==> config.mk <==
export PLATFORM = sky130hd
export DESIGN_NAME = alu_share_arbiter
export DESIGN_NICKNAME = d
export VERILOG_FILES = /design/src/rtl/alu_share_pkg.sv /design/src/rtl/alu_core.sv /design/src/rtl/alu_share_arbiter.sv
export SDC_FILE = /design/constraint.sdc
export NUM_CORES = 1
export LEC_CHECK = 0
export ABC_AREA = 1
export CELL_PAD_IN_SITES_DETAIL_PLACEMENT = 1
export CELL_PAD_IN_SITES_GLOBAL_PLACEMENT = 2
export CORE_MARGIN = 2
export CORE_UTILIZATION = 34
export DETAILED_ROUTE_END_ITERATION = 6
export HOLD_SLACK_MARGIN = 0.03
export PLACE_DENSITY_LB_ADDON = 0.12
export SETUP_SLACK_MARGIN = 0.5
export SLEW_MARGIN = 20
export SYNTH_ARGS = -nofsm -noshare
export SYNTH_HDL_FRONTEND = slang
export SYNTH_HIERARCHICAL = 1
export SYNTH_SLANG_ARGS = --single-unit
==> constraint.sdc <==
create_clock -name clk -period 9 [get_ports clk]
set_input_delay 1.8 -clock clk [delete_from_list [all_inputs] [get_ports clk]]
set_output_delay 1.8 -clock clk [all_outputs]
set_load 0.02 [all_outputs]
==> src/rtl/alu_share_pkg.sv <==
// Shared types for the ALU-sharing arbiter: opcode and FSM state encodings,
// plus the result-width helper used by the core and the arbiter.
package alu_share_pkg;

  typedef enum logic [1:0] {
    OP_ADD = 2'd0,
    OP_SUB = 2'd1,
    OP_MUL = 2'd2,
    OP_DIV = 2'd3
  } alu_op_e;

  typedef enum logic [1:0] {
    ST_IDLE = 2'd0,
    ST_EXEC = 2'd1,
    ST_RESP = 2'd2
  } state_e;

  // Results are twice the operand width so a full product always fits.
  function automatic int res_w(input int w);
    return 2 * w;
  endfunction

endpackage

==> src/rtl/alu_core.sv <==
// Combinational add/sub/mul/div datapath shared by all requesters.
// Define ALU_DIV_EN to build the divider; otherwise op=DIV returns data=0, err=1.
module alu_core
  import alu_share_pkg::*;
#(
  parameter int W = 8
) (
  input  logic [W-1:0]   a_i,
  input  logic [W-1:0]   b_i,
  input  alu_op_e        op_i,
  output logic [2*W-1:0] data_o,
  output logic           err_o
);

  localparam int RW = res_w(W);

  logic [W:0]    sum_w;
  logic [W:0]    diff_w;
  logic [RW-1:0] prod_w;

  assign sum_w  = {1'b0, a_i} + {1'b0, b_i};
  // One extra bit keeps the true sign of a-b for the sign extension below.
  assign diff_w = {1'b0, a_i} - {1'b0, b_i};
  assign prod_w = RW'(a_i) * RW'(b_i);

  always_comb begin
    data_o = '0;
    err_o  = 1'b0;
    case (op_i)
      OP_ADD: data_o = RW'(sum_w);
      OP_SUB: data_o = {{(RW-W-1){diff_w[W]}}, diff_w};
      OP_MUL: data_o = prod_w;
      OP_DIV: begin
`ifdef ALU_DIV_EN
        if (b_i == '0) begin
          data_o = '1;
          err_o  = 1'b1;
        end else begin
          data_o = RW'(a_i / b_i);
        end
`else
        data_o = '0;
        err_o  = 1'b1;
`endif
      end
      default: begin
        data_o = '0;
        err_o  = 1'b1;
      end
    endcase
  end

endmodule

==> src/rtl/alu_share_arbiter.sv <==
// Round-robin arbiter sharing one alu_core among NREQ requesters; one op in flight,
// sequenced IDLE -> EXEC -> RESP. Divider presence follows the ALU_DIV_EN macro.
module alu_share_arbiter
  import alu_share_pkg::*;
#(
  parameter int W    = 8,
  parameter int NREQ = 2,
  parameter int IDW  = $clog2(NREQ)
) (
  input  logic              clk,
  input  logic              rst,
  input  logic [NREQ-1:0]   req_valid,
  output logic [NREQ-1:0]   req_ready,
  input  logic [NREQ*W-1:0] req_a,
  input  logic [NREQ*W-1:0] req_b,
  input  logic [NREQ*2-1:0] req_op,
  output logic              resp_valid,
  input  logic              resp_ready,
  output logic [IDW-1:0]    resp_id,
  output logic [2*W-1:0]    resp_data,
  output logic              resp_err
);

  localparam int           RW     = res_w(W);
  localparam logic [IDW:0] NREQ_X = (IDW+1)'(NREQ);

  logic [W-1:0] a_arr  [NREQ];
  logic [W-1:0] b_arr  [NREQ];
  logic [1:0]   op_arr [NREQ];

  genvar gi;
  generate
    for (gi = 0; gi < NREQ; gi++) begin : g_unpack
      assign a_arr[gi]  = req_a[gi*W +: W];
      assign b_arr[gi]  = req_b[gi*W +: W];
      assign op_arr[gi] = req_op[gi*2 +: 2];
    end
  endgenerate

  state_e        state_q;
  logic [IDW-1:0] ptr_q;
  logic [IDW-1:0] ptr_d;
  logic [W-1:0]  a_q;
  logic [W-1:0]  b_q;
  alu_op_e       op_q;
  logic [IDW-1:0] id_q;
  logic          resp_valid_q;
  logic [IDW-1:0] resp_id_q;
  logic [RW-1:0] resp_data_q;
  logic          resp_err_q;

  logic [NREQ-1:0] valid_rot;
  logic            grant_found;
  logic [IDW:0]    grant_off;
  logic [IDW:0]    grant_sum;
  logic [IDW:0]    next_sum;
  logic [IDW-1:0]  grant_idx;
  logic            accept;

  logic [RW-1:0] alu_data;
  logic          alu_err;

  // Rotate the valid vector so bit 0 is the requester the pointer favours.
  assign valid_rot = NREQ'({req_valid, req_valid} >> ptr_q);

  always_comb begin
    grant_found = 1'b0;
    grant_off   = '0;
    for (int k = NREQ - 1; k >= 0; k--) begin
      if (valid_rot[k]) begin
        grant_found = 1'b1;
        grant_off   = (IDW+1)'(k);
      end
    end
  end

  always_comb begin
    grant_sum = {1'b0, ptr_q} + grant_off;
    if (grant_sum >= NREQ_X) begin
      grant_sum = grant_sum - NREQ_X;
    end
    grant_idx = IDW'(grant_sum);

    next_sum = {1'b0, grant_idx} + (IDW+1)'(1);
    if (next_sum >= NREQ_X) begin
      next_sum = '0;
    end
    ptr_d = IDW'(next_sum);
  end

  assign accept = (state_q == ST_IDLE) && grant_found;

  always_comb begin
    req_ready = '0;
    if (accept) begin
      req_ready[grant_idx] = 1'b1;
    end
  end

  alu_core #(
    .W (W)
  ) u_alu_core (
    .a_i    (a_q),
    .b_i    (b_q),
    .op_i   (op_q),
    .data_o (alu_data),
    .err_o  (alu_err)
  );

  always_ff @(posedge clk) begin
    if (rst) begin
      state_q      <= ST_IDLE;
      ptr_q        <= '0;
      a_q          <= '0;
      b_q          <= '0;
      op_q         <= OP_ADD;
      id_q         <= '0;
      resp_valid_q <= 1'b0;
      resp_id_q    <= '0;
      resp_data_q  <= '0;
      resp_err_q   <= 1'b0;
    end else begin
      case (state_q)
        ST_IDLE: begin
          if (accept) begin
            a_q     <= a_arr[grant_idx];
            b_q     <= b_arr[grant_idx];
            op_q    <= alu_op_e'(op_arr[grant_idx]);
            id_q    <= grant_idx;
            ptr_q   <= ptr_d;
            state_q <= ST_EXEC;
          end
        end
        ST_EXEC: begin
          resp_data_q  <= alu_data;
          resp_err_q   <= alu_err;
          resp_id_q    <= id_q;
          resp_valid_q <= 1'b1;
          state_q      <= ST_RESP;
        end
        ST_RESP: begin
          // Response fields stay put until the consumer takes them.
          if (resp_ready) begin
            resp_valid_q <= 1'b0;
            state_q      <= ST_IDLE;
          end
        end
        default: begin
          state_q <= ST_IDLE;
        end
      endcase
    end
  end

  assign resp_valid = resp_valid_q;
  assign resp_id    = resp_id_q;
  assign resp_data  = resp_data_q;
  assign resp_err   = resp_err_q;

endmodule

==> summary.md <==
| Metric | Value |
|---|---|
| DP Cell Count | 1011 |
| Vias in the first global route | 4908 |
| Initial Utilization | 35.1% |
| Initial DRT Pass Iterations | 5 |
| Hold depth | 2 |
| Power Density | 141 nW/um^2 |
| Vias per cell | 4.75 |
| Critical Path Fanout Max | 33 |
| Clk_lat worst skew | around 0.31 ns |
| Dpl hpwl | ~12 mm |
| CP Class | in2out |
| Initial antenna violation count | 0 |
| Die area | between 15000 and 20000 sq um |
| Grt total ovfl | 0 |
| CORE AREA | 14600 sq um |
| Number of core rows | 44 |
| Io pins | 62 |
| Setup-failing EPs final | 0 |
| Max-cap violation count | 0 |
| Least-Margin Pin Slew | approximately 0.81 ns |
| Hold Violations, Final | 0 |
| First-pass GRT wire length | 24.7 mm |
| Most used flip-flop cell after synthesis | dfxtp_1 |
| Routed Wire Length | 15.0 mm |
| Synth Cell Area | 5140 sq um |
| Pin count of the biggest net entering global routing | 34 |
| DR WL/cell | 14.7 um |
| DR iter-0 viols | 168 |
| Die Height | 127 um |
| Post_cts resized | 0 |
| EDFF count, synth | 0 |
| Syn Nets | 924 |
| CTS Buf Count | 5 |
| Routability congestion estimate from global placement | 0.840 |
| Root Driver | clkbuf_16 |
| Tightest Hold Check Type | reg2reg |
| Share of layout cells above drive strength 1 | approximately 4.9% |
| Mean Syn Cell Area | 6.48 sq um |
| Max rail drop VDD | about 0.062 mV |
| Status | complete, no violations |
| WHS Endpoint | resp_data[4]$_SDFFE_PP0P_ |
| DRC | 0 |
| Nets | 965 |
| Slew Limit Headroom | between 40% and 50% |
| Via count | 4842 |
| R2R Path End | resp_data[15]$_SDFFE_PP0P_ |
| Post-synth top area share | roughly 16% |
| Reg-to-reg setup timing slack | approximately 4.5 ns |
| Hold path startpoint | resp_data[4]$_SDFFE_PP0P_ |
| Fin crit share | 65.0% |
| Tmin final | roughly 6 ns |
| CTS tree | yes |
| CP startpoint kind | input pin |
| Final core occ | 41.1% |
| Top-count cell post-synth | inv_1 |
| RSZ-0062 raised after global routing | no |
| Asr flop ratio synth | 0% |
| Die Wd | 127 um |
| Launching point of the worst reg2reg path | a_q[4]$_SDFFE_PP0P_ |
| Leak | approximately 0.0035 uW |
| Clock sink total | 41 |
| Area contributors post-synth | dfxtp_1 (16%), fa_1 (15%), inv_1 (14%) |
| Slew Viols, Final | 0 |
| Post-route ant nets | 0 |
| Fraction of the yosys area taken by sequential cells | 16.0% |
| Req. time, crit path | 7.20 ns |
| Arr. time, crit path | about 4.1 ns |
| Synth Register Bits | 41 |
| Non-Filler Instances | 1019 |
| Area grow syn2layout | 17.2% |
| Fmax | 171 MHz |
| Antenna cells | 0 |
| Number of port buffers | 61 |
| Setup_tns | 0 ns |
| H-tree depth | 2 |
| Clk_skew | 0.0130 ns |
| Hold_buf cts | 0 |
| Post-synth top cells | inv_1 (187), nand2_1 (184), nor2_1 (97) |
| Post-CTS setup buffer count | 0 |
| Distinct cells, synth | 34 |
| Clk buf depth | 2 |
| Clock slew at reported path FFs | 0.06 ns |
| Ys Warns | 6 |
| Crit end category | output port |
| Top cell type by total area after synthesis | dfxtp_1 |
| Synth Instances | 793 |
| Reg2reg path depth | 17 |
| All-Layer GR Usage | 19.2% |
==> how the worst max path moves through the flow <==
stage,startpoint,end,slack (ns),depth (start not counted)
2_1_floorplan,req_valid[0],req_ready[0],4.62,8
3_3_place_gp,req_valid[0],req_ready[0],3.28,8
3_5_place_dp,req_valid[0],req_ready[0],3.14,8
4_1_cts,req_valid[0],req_ready[0],3.13,8
5_1_grt,req_valid[0],req_ready[0],2.98,8
6_report,req_valid[0],req_ready[0],3.15,8
==> per-layer routing <==
metal  track usage [%]  vias to the layer above  wire length, um
met5                 0                        -                0
met3              2.28                       15              424
met4              4.98                        0              218
met2              32.1                       78             7120
li1                  -                     2461                -
met1              26.5                     2288             7190
==> stage by stage <==
step | area (sq um) | power [uW] | hold slack [ns] | setup slack [ns]
floorplan | 5140 | 490 | 0.453 | 4.62
global placement | 5830 | 597 | 0.462 | 3.28
detailed placement | 5830 | 607 | 0.470 | 3.14
CTS | 6020 | 861 | 0.486 | 3.13
global route | 6020 | 917 | 0.514 | 2.98
finish | 6020 | 846 | 0.478 | 3.15
==> sequential cells by signal, summed over array words and instances (netlist names), 2 cells and up <==
register	count
state_q	2
resp_data	16
a_q	8
op_q	2
b_q	8
==> layout by cell type, fill, tap and decap left out, types with 5 or more instances in the layout <==
| cell | instances |
|---|---|
| a21oi_1 | 16 |
| a21oi_2 | 7 |
| clkbuf_16 | 5 |
| clkdlybuf4s50_1 | 61 |
| dfxtp_1 | 41 |
| fa_1 | 38 |
| ha_1 | 52 |
| inv_1 | 187 |
| inv_2 | 6 |
| nand2_1 | 184 |
| nand3_1 | 44 |
| nand3_2 | 8 |
| nand4_1 | 12 |
| nor2_1 | 97 |
| o21ai_0 | 45 |
==> kinds of logic after synthesis <==
family                     share of synthesized area (%)
DFF                                                 16.0
xor gates and xnor gates                           0.682
adders and majority gates                           27.5
AOI/OAI and AO/OA                                   8.87
and+or+nand+nor                                     30.0
buffers and inverters                               17.0
==> final cells by class <==
| class | instances | area (sq um) |
|---|---|---|
| fill | 1925 | 8620 |
| multi-input combinational | 532 | 3440 |
| sequential | 41 | 821 |
| inverter | 193 | 724 |
| timing repair buffer | 61 | 611 |
| tap | 184 | 230 |
| clock buffer | 5 | 125 |
| clock inverter | 3 | 68.8 |
==> where the power goes <==
part	total (uW)	internal, uW	switching [uW]
Combinational	358	139	219
Sequential	241	202	38.6
Clock	248	160	87.9
Total	846	501	346
==> critical path, cell delays in order <==
cell and delay (ns):
clkdlybuf4s50_1 0.68, inv_1 0.07, nand2_1 0.12, nand2_4 0.10, inv_2 0.42, nand2_1 0.17, inv_1 0.08, clkdlybuf4s50_1 0.59
No activity file was read; power rests on OpenSTA's default activity.
